`src/rtl/ocidec2_pio_ctrl.sv`:
```
// ocidec2_pio_ctrl: PIO-only IDE host controller core.
// Register accesses use the compatible (cmdport) timing set. Data-register
// accesses (PIOa == 4'h0) use the fast timing of the device selected by the
// DEV bit last written to the Device/Head register.
// Optional build macro: OCIDEC2_IORDY_TIMEOUT_EN adds a bounded IORDY wait
// (TOWIDTH counter) and the PIOerr output.
module ocidec2_pio_ctrl #(
   parameter int TWIDTH  = 8
`ifdef OCIDEC2_IORDY_TIMEOUT_EN
   ,
   parameter int TOWIDTH = 12
`endif
) (
   input  logic              clk,
   input  logic              rst,
   input  logic              IDEctrl_rst,
   input  logic              IDEctrl_IDEen,
   input  logic              IDEctrl_FATR0,
   input  logic              IDEctrl_FATR1,
   input  logic [TWIDTH-1:0] PIO_cmdport_T1,
   input  logic [TWIDTH-1:0] PIO_cmdport_T2,
   input  logic [TWIDTH-1:0] PIO_cmdport_T4,
   input  logic [TWIDTH-1:0] PIO_cmdport_Teoc,
   input  logic              PIO_cmdport_IORDYen,
   input  logic [TWIDTH-1:0] PIO_dport0_T1,
   input  logic [TWIDTH-1:0] PIO_dport0_T2,
   input  logic [TWIDTH-1:0] PIO_dport0_T4,
   input  logic [TWIDTH-1:0] PIO_dport0_Teoc,
   input  logic              PIO_dport0_IORDYen,
   input  logic [TWIDTH-1:0] PIO_dport1_T1,
   input  logic [TWIDTH-1:0] PIO_dport1_T2,
   input  logic [TWIDTH-1:0] PIO_dport1_T4,
   input  logic [TWIDTH-1:0] PIO_dport1_Teoc,
   input  logic              PIO_dport1_IORDYen,
   input  logic              PIOreq,
   output logic              PIOack,
`ifdef OCIDEC2_IORDY_TIMEOUT_EN
   output logic              PIOerr,
`endif
   input  logic [3:0]        PIOa,
   input  logic [15:0]       PIOd,
   output logic [15:0]       PIOq,
   input  logic              PIOwe,
   output logic              irq,
   output logic              RESETn,
   input  logic [15:0]       DDi,
   output logic [15:0]       DDo,
   output logic              DDoe,
   output logic [2:0]        DA,
   output logic              CS0n,
   output logic              CS1n,
   output logic              DIORn,
   output logic              DIOWn,
   input  logic              IORDY,
   input  logic              INTRQ
);

   typedef enum logic [2:0] {
      S_IDLE,
      S_SETUP,
      S_STROBE,
      S_WAIT,
      S_HOLD,
      S_RECOVER,
      S_ACK
   } state_t;

   // Phase counters are loaded with (length - 1); a programmed 0 behaves as 1.
   function automatic logic [TWIDTH-1:0] len_m1(input logic [TWIDTH-1:0] t);
      return (t == '0) ? '0 : t - TWIDTH'(1);
   endfunction

   state_t            state_q, state_d;
   logic [TWIDTH-1:0] cnt_q, cnt_d;
   logic [TWIDTH-1:0] t2_q, t2_d;
   logic [TWIDTH-1:0] t4_q, t4_d;
   logic [TWIDTH-1:0] teoc_q, teoc_d;
   logic              iordyen_q, iordyen_d;
   logic              we_q, we_d;
   logic [3:0]        a_q, a_d;
   logic [15:0]       ddo_q, ddo_d;
   logic              ddoe_q, ddoe_d;
   logic              dev_sel_q, dev_sel_d;
   logic [15:0]       pioq_q, pioq_d;
   logic              pioack_q, pioack_d;
   logic              ack_prev_q, ack_prev_d;
   logic              cs0n_q, cs0n_d;
   logic              cs1n_q, cs1n_d;
   logic              diorn_q, diorn_d;
   logic              diown_q, diown_d;
   logic              resetn_q, resetn_d;
   logic              iordy_s1_q, iordy_s1_d;
   logic              iordy_s2_q, iordy_s2_d;
   logic              intrq_s1_q, intrq_s1_d;
   logic              intrq_s2_q, intrq_s2_d;
`ifdef OCIDEC2_IORDY_TIMEOUT_EN
   logic [TOWIDTH-1:0] to_cnt_q, to_cnt_d;
   logic               err_q, err_d;
   logic               pioerr_q, pioerr_d;
`endif

   logic              accept;
   logic              capture;
   logic              busy;
   logic              strobe;
   logic              use_fast;
   logic [TWIDTH-1:0] sel_t1, sel_t2, sel_t4, sel_teoc;
   logic              sel_iordyen;

   // New request is taken only in IDLE and never in the cycle right after an
   // ack, so a level request still high from the last transfer is ignored.
   assign accept = (state_q == S_IDLE) && PIOreq && !ack_prev_q;

   // Timing set selection from the current request and captured DEV bit.
   always_comb begin
      use_fast    = (PIOa == 4'h0) && (dev_sel_q ? IDEctrl_FATR1 : IDEctrl_FATR0);
      sel_t1      = PIO_cmdport_T1;
      sel_t2      = PIO_cmdport_T2;
      sel_t4      = PIO_cmdport_T4;
      sel_teoc    = PIO_cmdport_Teoc;
      sel_iordyen = PIO_cmdport_IORDYen;
      if (use_fast && !dev_sel_q) begin
         sel_t1      = PIO_dport0_T1;
         sel_t2      = PIO_dport0_T2;
         sel_t4      = PIO_dport0_T4;
         sel_teoc    = PIO_dport0_Teoc;
         sel_iordyen = PIO_dport0_IORDYen;
      end else if (use_fast && dev_sel_q) begin
         sel_t1      = PIO_dport1_T1;
         sel_t2      = PIO_dport1_T2;
         sel_t4      = PIO_dport1_T4;
         sel_teoc    = PIO_dport1_Teoc;
         sel_iordyen = PIO_dport1_IORDYen;
      end
   end

   // Next-state, phase counting, and bus outputs derived from the next state
   // so every pad output is a flop aligned with its FSM phase.
   always_comb begin
      state_d    = state_q;
      cnt_d      = (cnt_q != '0) ? cnt_q - TWIDTH'(1) : '0;
      t2_d       = t2_q;
      t4_d       = t4_q;
      teoc_d     = teoc_q;
      iordyen_d  = iordyen_q;
      we_d       = we_q;
      a_d        = a_q;
      ddo_d      = ddo_q;
      dev_sel_d  = dev_sel_q;
      pioq_d     = pioq_q;
      capture    = 1'b0;
      resetn_d   = !IDEctrl_rst;
      iordy_s1_d = IORDY;
      iordy_s2_d = iordy_s1_q;
      intrq_s1_d = INTRQ;
      intrq_s2_d = intrq_s1_q;
      ack_prev_d = pioack_q;
`ifdef OCIDEC2_IORDY_TIMEOUT_EN
      to_cnt_d   = to_cnt_q;
      err_d      = err_q;
`endif

      case (state_q)
         S_IDLE: begin
            if (accept) begin
`ifdef OCIDEC2_IORDY_TIMEOUT_EN
               err_d = 1'b0;
`endif
               if (IDEctrl_IDEen) begin
                  state_d   = S_SETUP;
                  cnt_d     = len_m1(sel_t1);
                  t2_d      = len_m1(sel_t2);
                  t4_d      = len_m1(sel_t4);
                  teoc_d    = len_m1(sel_teoc);
                  iordyen_d = sel_iordyen;
                  we_d      = PIOwe;
                  a_d       = PIOa;
                  if (PIOwe) begin
                     ddo_d = PIOd;
                  end
                  if (PIOwe && (PIOa == 4'h6)) begin
                     dev_sel_d = PIOd[4];
                  end
               end else begin
                  // Disabled controller: complete the handshake with no bus cycle.
                  state_d = S_ACK;
               end
            end
         end
         S_SETUP: begin
            if (cnt_q == '0) begin
               state_d = S_STROBE;
               cnt_d   = t2_q;
            end
         end
         S_STROBE: begin
            if (cnt_q == '0) begin
               if (iordyen_q && !iordy_s2_q) begin
                  state_d = S_WAIT;
`ifdef OCIDEC2_IORDY_TIMEOUT_EN
                  to_cnt_d = TOWIDTH'(1);
`endif
               end else begin
                  state_d = S_HOLD;
                  cnt_d   = t4_q;
                  capture = 1'b1;
               end
            end
         end
         S_WAIT: begin
            if (iordy_s2_q) begin
               state_d = S_HOLD;
               cnt_d   = t4_q;
               capture = 1'b1;
`ifdef OCIDEC2_IORDY_TIMEOUT_EN
            end else if (to_cnt_q == '1) begin
               // Device never released IORDY: finish the cycle, flag an error.
               state_d = S_HOLD;
               cnt_d   = t4_q;
               err_d   = 1'b1;
            end else begin
               to_cnt_d = to_cnt_q + TOWIDTH'(1);
`endif
            end
         end
         S_HOLD: begin
            if (cnt_q == '0) begin
               state_d = S_RECOVER;
               cnt_d   = teoc_q;
            end
         end
         S_RECOVER: begin
            if (cnt_q == '0) begin
               state_d = S_ACK;
            end
         end
         S_ACK: begin
            state_d = S_IDLE;
         end
         default: begin
            state_d = S_IDLE;
         end
      endcase

      if (capture && !we_q) begin
         pioq_d = DDi;
      end

      busy     = (state_d == S_SETUP) || (state_d == S_STROBE) || (state_d == S_WAIT) ||
                 (state_d == S_HOLD) || (state_d == S_RECOVER);
      strobe   = (state_d == S_STROBE) || (state_d == S_WAIT);
      cs0n_d   = !(busy && !a_d[3]);
      cs1n_d   = !(busy && a_d[3]);
      diorn_d  = !(strobe && !we_d);
      diown_d  = !(strobe && we_d);
      ddoe_d   = we_d && ((state_d == S_SETUP) || (state_d == S_STROBE) ||
                          (state_d == S_WAIT) || (state_d == S_HOLD));
      pioack_d = (state_d == S_ACK);
`ifdef OCIDEC2_IORDY_TIMEOUT_EN
      pioerr_d = (state_d == S_ACK) && err_d;
`endif
   end

   // State and output registers with synchronous reset.
   always_ff @(posedge clk) begin
      if (rst) begin
         state_q    <= S_IDLE;
         cnt_q      <= '0;
         t2_q       <= '0;
         t4_q       <= '0;
         teoc_q     <= '0;
         iordyen_q  <= 1'b0;
         we_q       <= 1'b0;
         a_q        <= '0;
         ddo_q      <= '0;
         ddoe_q     <= 1'b0;
         dev_sel_q  <= 1'b0;
         pioq_q     <= '0;
         pioack_q   <= 1'b0;
         ack_prev_q <= 1'b0;
         cs0n_q     <= 1'b1;
         cs1n_q     <= 1'b1;
         diorn_q    <= 1'b1;
         diown_q    <= 1'b1;
         resetn_q   <= 1'b0;
         iordy_s1_q <= 1'b0;
         iordy_s2_q <= 1'b0;
         intrq_s1_q <= 1'b0;
         intrq_s2_q <= 1'b0;
`ifdef OCIDEC2_IORDY_TIMEOUT_EN
         to_cnt_q   <= '0;
         err_q      <= 1'b0;
         pioerr_q   <= 1'b0;
`endif
      end else begin
         state_q    <= state_d;
         cnt_q      <= cnt_d;
         t2_q       <= t2_d;
         t4_q       <= t4_d;
         teoc_q     <= teoc_d;
         iordyen_q  <= iordyen_d;
         we_q       <= we_d;
         a_q        <= a_d;
         ddo_q      <= ddo_d;
         ddoe_q     <= ddoe_d;
         dev_sel_q  <= dev_sel_d;
         pioq_q     <= pioq_d;
         pioack_q   <= pioack_d;
         ack_prev_q <= ack_prev_d;
         cs0n_q     <= cs0n_d;
         cs1n_q     <= cs1n_d;
         diorn_q    <= diorn_d;
         diown_q    <= diown_d;
         resetn_q   <= resetn_d;
         iordy_s1_q <= iordy_s1_d;
         iordy_s2_q <= iordy_s2_d;
         intrq_s1_q <= intrq_s1_d;
         intrq_s2_q <= intrq_s2_d;
`ifdef OCIDEC2_IORDY_TIMEOUT_EN
         to_cnt_q   <= to_cnt_d;
         err_q      <= err_d;
         pioerr_q   <= pioerr_d;
`endif
      end
   end

   assign PIOack = pioack_q;
   assign PIOq   = pioq_q;
   assign irq    = intrq_s2_q;
   assign RESETn = resetn_q;
   assign DDo    = ddo_q;
   assign DDoe   = ddoe_q;
   assign DA     = a_q[2:0];
   assign CS0n   = cs0n_q;
   assign CS1n   = cs1n_q;
   assign DIORn  = diorn_q;
   assign DIOWn  = diown_q;
`ifdef OCIDEC2_IORDY_TIMEOUT_EN
   assign PIOerr = pioerr_q;
`endif

endmodule

```
`config.mk`:
```
export PLATFORM = sky130hd
export DESIGN_NAME = ocidec2_pio_ctrl
export DESIGN_NICKNAME = d
export VERILOG_FILES = /design/src/rtl/ocidec2_pio_ctrl.sv
export SDC_FILE = /design/constraint.sdc
export NUM_CORES = 1
export LEC_CHECK = 0
export CAP_MARGIN = 10
export CORE_MARGIN = 2
export CORE_UTILIZATION = 48
export DETAILED_ROUTE_END_ITERATION = 10
export PLACE_DENSITY = 0.93
export SLEW_MARGIN = 10
export SYNTH_ARGS = -nofsm -noshare
export SYNTH_HDL_FRONTEND = slang
export SYNTH_SLANG_ARGS = --single-unit
export TNS_END_PERCENT = 10
```
`constraint.sdc`:
```
create_clock -name clk -period 7.8 [get_ports clk]
set_clock_uncertainty 0.1 [all_clocks]
set_input_delay 1.95 -clock clk [delete_from_list [all_inputs] [get_ports clk]]
set_output_delay 1.95 -clock clk [all_outputs]
set_load 0.01 [all_outputs]
```
==> results of run 1 <==
## layer usage
metal	routed length (µm)	share of wire [%]	track usage, %
met1	6680	40	36.7
met2	8270	49	50.2
met3	1300	7.8	5.01
met5	0	0	0
met4	510	3.0	11.0
## per-stage QoR
step / utilization [%] / worst slack, ns
2_1_floorplan: - / 3.54
3_3_place_gp: 66.9 / 2.18
3_5_place_dp: 66.9 / 1.93
4_1_cts: 69.1 / 2.32
5_1_grt: 69.2 / 2.23
6_report: 69.2 / 2.50
## worst reg2reg max path, cell delays in order, from the launching register on
cell     delay, ns
dfxtp_1       0.54
nor2b_1       0.97
nand2_1       0.32
buf_4         0.33
a31oi_1       0.35
inv_1         0.11
ha_1          0.23
nor2b_1       0.19
a41oi_2       0.38
a22oi_1       0.13
nor2_1        0.12
## cell usage in the layout (no fill, tap or decap), types with 14 or more instances in the layout
| cell type | count |
|---|---|
| nand3_1 | 21 |
| o21ai_1 | 31 |
| nor2b_1 | 14 |
| nand2_1 | 100 |
| inv_1 | 18 |
| a2bb2oi_1 | 16 |
| a31oi_1 | 17 |
| clkdlybuf4s50_1 | 186 |
| and3_1 | 22 |
| a21oi_1 | 59 |
| nor2_1 | 41 |
| a22oi_1 | 16 |
| dfxtp_1 | 86 |
| o21ai_0 | 30 |
## sequential cells by signal, indices dropped and copies added (netlist names), 3 cells and up
signal / cells
DDo: 16
teoc_q: 8
t2_q: 8
t4_q: 8
a_q: 4
PIOq: 16
cnt_q: 8
state_q: 3
## cell type report
| type | instances | share of cell area [%] |
|---|---|---|
| multi-input cells | 499 | 41.9 |
| repair buffers | 192 | 27.1 |
| flip-flops and latches | 86 | 24.4 |
| well taps | 136 | 2.41 |
| clock buffers | 9 | 1.76 |
| clock inverters | 7 | 1.46 |
| inverters | 18 | 0.959 |
## report_power, final
group / internal, W / switching (W) / leakage (nW)
registers: 0.000499 / 0.0000626 / 0.701
logic: 0.000266 / 0.000321 / 1.76
clock network: 0.000185 / 0.000175 / 0.116
total: 0.000950 / 0.000558 / 2.58
## synthesized netlist by cell type, types with 16 or more instances
| cell type | instances |
|---|---|
| dfxtp_1 | 86 |
| and3_1 | 22 |
| o21ai_0 | 30 |
| clkbuf_1 | 31 |
| a22oi_1 | 16 |
| a31oi_1 | 17 |
| a21oi_1 | 59 |
| inv_1 | 18 |
| nand3_1 | 21 |
| o21ai_1 | 31 |
| nor2_1 | 41 |
| nand2_1 | 100 |
| a2bb2oi_1 | 16 |
## cells by family after synthesis
group                      share of synthesized area (%)
and+or+nand+nor                                     24.9
AOI/OAI and AO/OA                                   28.8
DFF                                                 34.7
buffers and inverters                               5.90
xor gates and xnor gates                            3.18
muxes                                               1.24
adders and majority gates                           1.26
## worst max-delay path by stage
stage | end | depth (start not counted) | start | slack (ns)
after floorplan | teoc_q[0] | 12 | PIOa[0] | 3.54
after global placement | t2_q[5] | 11 | PIOa[0] | 2.18
after detailed placement | t2_q[3] | 11 | PIOa[0] | 1.93
after CTS | t2_q[3] | 11 | PIOa[0] | 2.32
after global routing | t2_q[3] | 11 | IDEctrl_FATR0 | 2.23
final | t2_q[3] | 11 | IDEctrl_FATR0 | 2.50
==> results.ini, run 1 <==
[status]
outcome=finished, final reports clean

[finish]
antenna_cells=0
area_growth_pct=42.1
stdcell_count=947
fillCellCount=790
seq_area_um2=1720
num-nets-final=956
drive_gt1_share_pct=4.69
multi_input_area_um2=2950
postLayoutCellArea_um2=7050

[grt]
overflow=0
grt_pass1_wl_um=26400
grt_max_degree=76
antenna_found_initial=0
grt_pass1_vias=5338
grt.total_usage_pct=29.3

[floorplanning]
io_pins=188
start_util_pct=48.7
rows=37
die-width_um=106
dieArea_um2=11200
die_h_um=106
core_um2=10200

[drt]
dr.pass1.iters=6
vias=5657
wl_um=16800
antenna_left=0
wl_per_cell_um=17.7
post_drt_via_cell_ratio=5.97
drc=0
drtIter0Drc=699

[power_and_ir_drop]
p_leak_nw=2.58
powerDensity_nw_per_um2=214
vdd_drop_max_v=0.000133
total_power_w=0.00151

[critical_path]
worst_setup_path_start_kind=input pin
crit_slowest_cell=nor2b_1
critPathKind=in -> reg
cp_cell_sequence=clkdlybuf4s50_1 > nor2b_1 > nand2_1 > buf_4 > a31oi_1 > inv_1 > ha_1 > nor2b_1 > a41oi_2 > a22oi_1 > nor2_1
critPathMaxFanout=29
cp_num_buf_inv=3
worstReg2RegStart=dev_sel_q
worst_ep_required_time_ns=7.99
crit_path_end_kind=register
cpPeakStageDelay_ns=0.89
regToRegEndpoint=t2_q[3]
reg2reg_depth=10
rrSetupSlack_ns=3.95
crit_family=simple AND/OR/NAND/NOR gates
worstPathArrival_ns=5.49
crit_path_frequent_cell=nor2b_1

[sta]
finalSetupViolCount=0
final.period_utilization_pct=67.9
setup_tns_ns=0
max_freq_mhz=189
max_slew_margin_pct=24.3
finalMaxSlewViolations=0
period_needed_ns=5.30
rsz0062_at_grt=false
tightest_slew_ns=1.13
hold_ws_ns=0.358
hold_violations=0

[clock_tree]
cts_setup_buffers=0
cts_tree=yes
holdBufCountCts=0
cts_sinks=86
clk_latency_ns=0.36
clkSlewWorstSetupHoldPaths_ns=0.09
cts-root-buf=clkbuf_8
clockBufferDepth=2
ctsHtreeMaxLevel=3
ctsResizeCount=0
cts_buffers=9

[synthesis]
synth.avg_cell_area_um2=7.60
synth_top_area_share_pct=34.7
ys.flop_type=dfxtp_1
async_flop_share_pct=0
syn-num-nets=803
yosysUniqueCellTypes=60
synth_edf_count=0
syn_inst=653
synthTopCellsByArea=dfxtp_1 (35%), nand2_1 (7.6%), a21oi_1 (6.0%), o21ai_1 (3.1%), nor2_1 (3.1%)
ys_seq_area_share_pct=34.7
ys.warnings.count=0
synth_largest_area_cell=dfxtp_1
synth_area_um2=4960
ys_ff_latch=86

[run]
cap_viol_max_count=0

[hold_path]
min_from=PIOq[1]
hold_depth=2
holdPathEnd=PIOq[1]
min_path_type=reg -> reg

[placement]
dp_hpwl_um=12700
placedCellCount=930
portBuffers=187
placed_area_um2=6810
routabilityCongestion=0.961

Power figures use the tool's default switching activity.
==> run 2: changes to the inputs <==
Settings changed: CORE_UTILIZATION 48 to 45, PLACE_DENSITY 0.93 to 0.89.
Clock period 7.8 ns to 5.25 ns, I/O delays scaled along.
==> run 2 against run 1 <==
Utilization is 3.7 points lower. Die area rose by 6.4%. Clock-buffer cell count increased by 1. Sequential power up 48%. Combinational power is 49% higher. Sequential share of layout area decreased by 0.078 points. Cell area up 0.32%. Via count decreased by 0.34%. Critical path type unchanged. First-iteration DRC count fell by 26%.
==> results.ini, run 2 (synthesis gave the netlist of run 1 again) <==
[hold_path]
holdPathEnd=irq  ; was PIOq[1]
min_path_type=reg -> reg  ; unchanged
hold_depth=1  ; was 2
min_from=intrq_s1_q  ; was PIOq[1]

[power_and_ir_drop]
total_power_w=0.00221  ; was 0.00151 W
vdd_drop_max_v=0.000164  ; was 0.000133 V
p_leak_nw=2.59  ; was 2.58 nW
powerDensity_nw_per_um2=312  ; was 214 nW/µm²

[critical_path]
critPathKind=in -> reg  ; unchanged
cp_cell_sequence=clkdlybuf4s50_1 > or4_1 > buf_4 > o21ai_1 > a2bb2oi_1 > nor2b_1 > a41oi_2 > a22oi_1 > nor2_1  ; was clkdlybuf4s50_1 > nor2b_1 > nand2_1 > buf_4 > a31oi_1 > inv_1 > ha_1 > nor2b_1 > a41oi_2 > a22oi_1 > nor2_1
cp_num_buf_inv=2  ; was 3
crit_family=compound AO/OA/AOI/OAI gates  ; was simple AND/OR/NAND/NOR gates
crit_slowest_cell=or4_1  ; was nor2b_1
worstPathArrival_ns=4.57  ; was 5.49 ns
worstReg2RegStart=dev_sel_q  ; unchanged
worst_setup_path_start_kind=input pin  ; unchanged
cpPeakStageDelay_ns=0.75  ; was 0.89 ns
regToRegEndpoint=t2_q[1]  ; was t2_q[3]
reg2reg_depth=9  ; was 10
crit_path_end_kind=register  ; unchanged
rrSetupSlack_ns=1.77  ; was 3.95 ns
worst_ep_required_time_ns=5.43  ; was 7.99 ns
critPathMaxFanout=27  ; was 29

[floorplanning]
die-width_um=109  ; was 106 µm
start_util_pct=46.0  ; was 48.7%
die_h_um=109  ; was 106 µm
rows=38  ; was 37
core_um2=10800  ; was 10200 µm²
dieArea_um2=11900  ; was 11200 µm²
io_pins=188  ; unchanged

[placement]
dp_slack_ns=0.584  ; was 1.93 ns
routabilityCongestion=1.01  ; was 0.961
portBuffers=187  ; unchanged
dp_hpwl_um=12700  ; about the same

[clock_tree]
holdBufCountCts=0  ; unchanged
ctsResizeCount=0  ; unchanged
clockBufferDepth=2  ; unchanged
cts_setup_buffers=0  ; unchanged
cts_buffers=9  ; unchanged
cts_tree=yes  ; unchanged
cts_sinks=86  ; unchanged
ctsHtreeMaxLevel=3  ; unchanged
cts-root-buf=clkbuf_8  ; unchanged
clkSlewWorstSetupHoldPaths_ns=0.09  ; about the same
clk_latency_ns=0.35  ; was 0.36 ns

[sta]
period_needed_ns=4.39
tightest_slew_ns=1.03  ; was 1.13 ns
final.period_utilization_pct=83.7
setup_tns_ns=0  ; unchanged
finalMaxSlewViolations=0  ; unchanged
timing.final.ws_setup_ns=0.855  ; was 2.50 ns
hold_violations=0  ; unchanged
rsz0062_at_grt=false  ; unchanged
max_freq_mhz=228
max_slew_margin_pct=31.2  ; was 24.3%
finalSetupViolCount=0  ; unchanged

[finish]
final_common_cell=clkdlybuf4s50_1  ; unchanged
area_growth_pct=42.6  ; was 42.1%
final_cell_mix=clkdlybuf4s50_1 (186), nand2_1 (100), dfxtp_1 (86), a21oi_1 (59), nor2_1 (41)  ; unchanged
num-nets-final=961  ; was 956
drive_gt1_share_pct=5.03  ; was 4.69%
fin_util_pct=65.5  ; was 69.2%
antenna_cells=0  ; unchanged

[grt]
overflow=0  ; unchanged
grt.total_usage_pct=27.4  ; was 29.3%
grt_max_degree=40  ; was 76
grt_pass1_vias=5342  ; was 5338
antenna_found_initial=0  ; unchanged
grt_pass1_wl_um=25900  ; was 26400 µm

[drt]
antenna_left=0  ; unchanged
vias=5638  ; was 5657
dr.pass1.iters=6  ; unchanged
wl_um=16500  ; was 16800 µm
post_drt_via_cell_ratio=5.90  ; was 5.97
drtIter0Drc=515  ; was 699
drc=0  ; unchanged
wl_per_cell_um=17.3  ; was 17.7 µm

[status]
outcome=finished, final reports clean  ; unchanged

[run]
cap_viol_max_count=0  ; unchanged

run 2: changes by cell type in the layout (fill, tap and decap cells not counted), sizes merged:
cell,previous run,this run
buf,6,11
clkbuf,9,10
inv,21,19
run 2: per-layer routing:
metal / GRT usage [%] / share of wire [%] / wire (µm) / vias to the layer above
li1: - / - / - / 2666
met1: 36.0 / 41 / 6790 / 2642
met2: 45.7 / 49 / 8020 / 301
met3: 5.32 / 8.5 / 1410 / 29
met4: 7.97 / 1.8 / 304 / 0
met5: 0 / 0 / 0 / -
run 2: power breakdown:
group	leakage [nW]	switching (W)	total [W]	internal, W
clock	0.107	0.000237	0.000505	0.000268
combinational	1.78	0.000477	0.000874	0.000397
sequential	0.701	0.0000884	0.000830	0.000742
total	2.59	0.000803	0.00221	0.00141
run 2: area by class of cell:
| class | count | area, µm² |
|---|---|---|
| fillers | 868 | 3720 |
| flip-flops and latches | 86 | 1720 |
| inverters | 18 | 67.6 |
| well taps | 140 | 175 |
| repair buffers | 197 | 1940 |
| multi-input cells | 499 | 2950 |
| clock inverters | 5 | 82.6 |
| clock buffers | 10 | 128 |
run 2: worst max-delay path by stage:
stage | start | endpoint | slack [ns] | depth (start not counted)
3_5_place_dp | PIOa[2] | t2_q[1] | 0.58 | 9
5_1_grt | PIOa[0] | t2_q[1] | 0.68 | 10
4_1_cts | PIOa[2] | t2_q[1] | 0.96 | 9
2_1_floorplan | PIOa[0] | teoc_q[0] | 1.63 | 12
3_3_place_gp | PIOa[0] | cnt_q[0] | 0.75 | 9
6_report | PIOa[2] | t2_q[1] | 0.86 | 9
run 2: through the flow:
stage | cells | instance area [µm²] | hold WS (ns)
2_1_floorplan | 653 | 4960 | 0.314
3_3_place_gp | 940 | 6860 | 0.322
3_5_place_dp | 940 | 6860 | 0.324
4_1_cts | 955 | 7070 | 0.340
5_1_grt | 955 | 7070 | 0.363
6_report | 955 | 7070 | 0.335
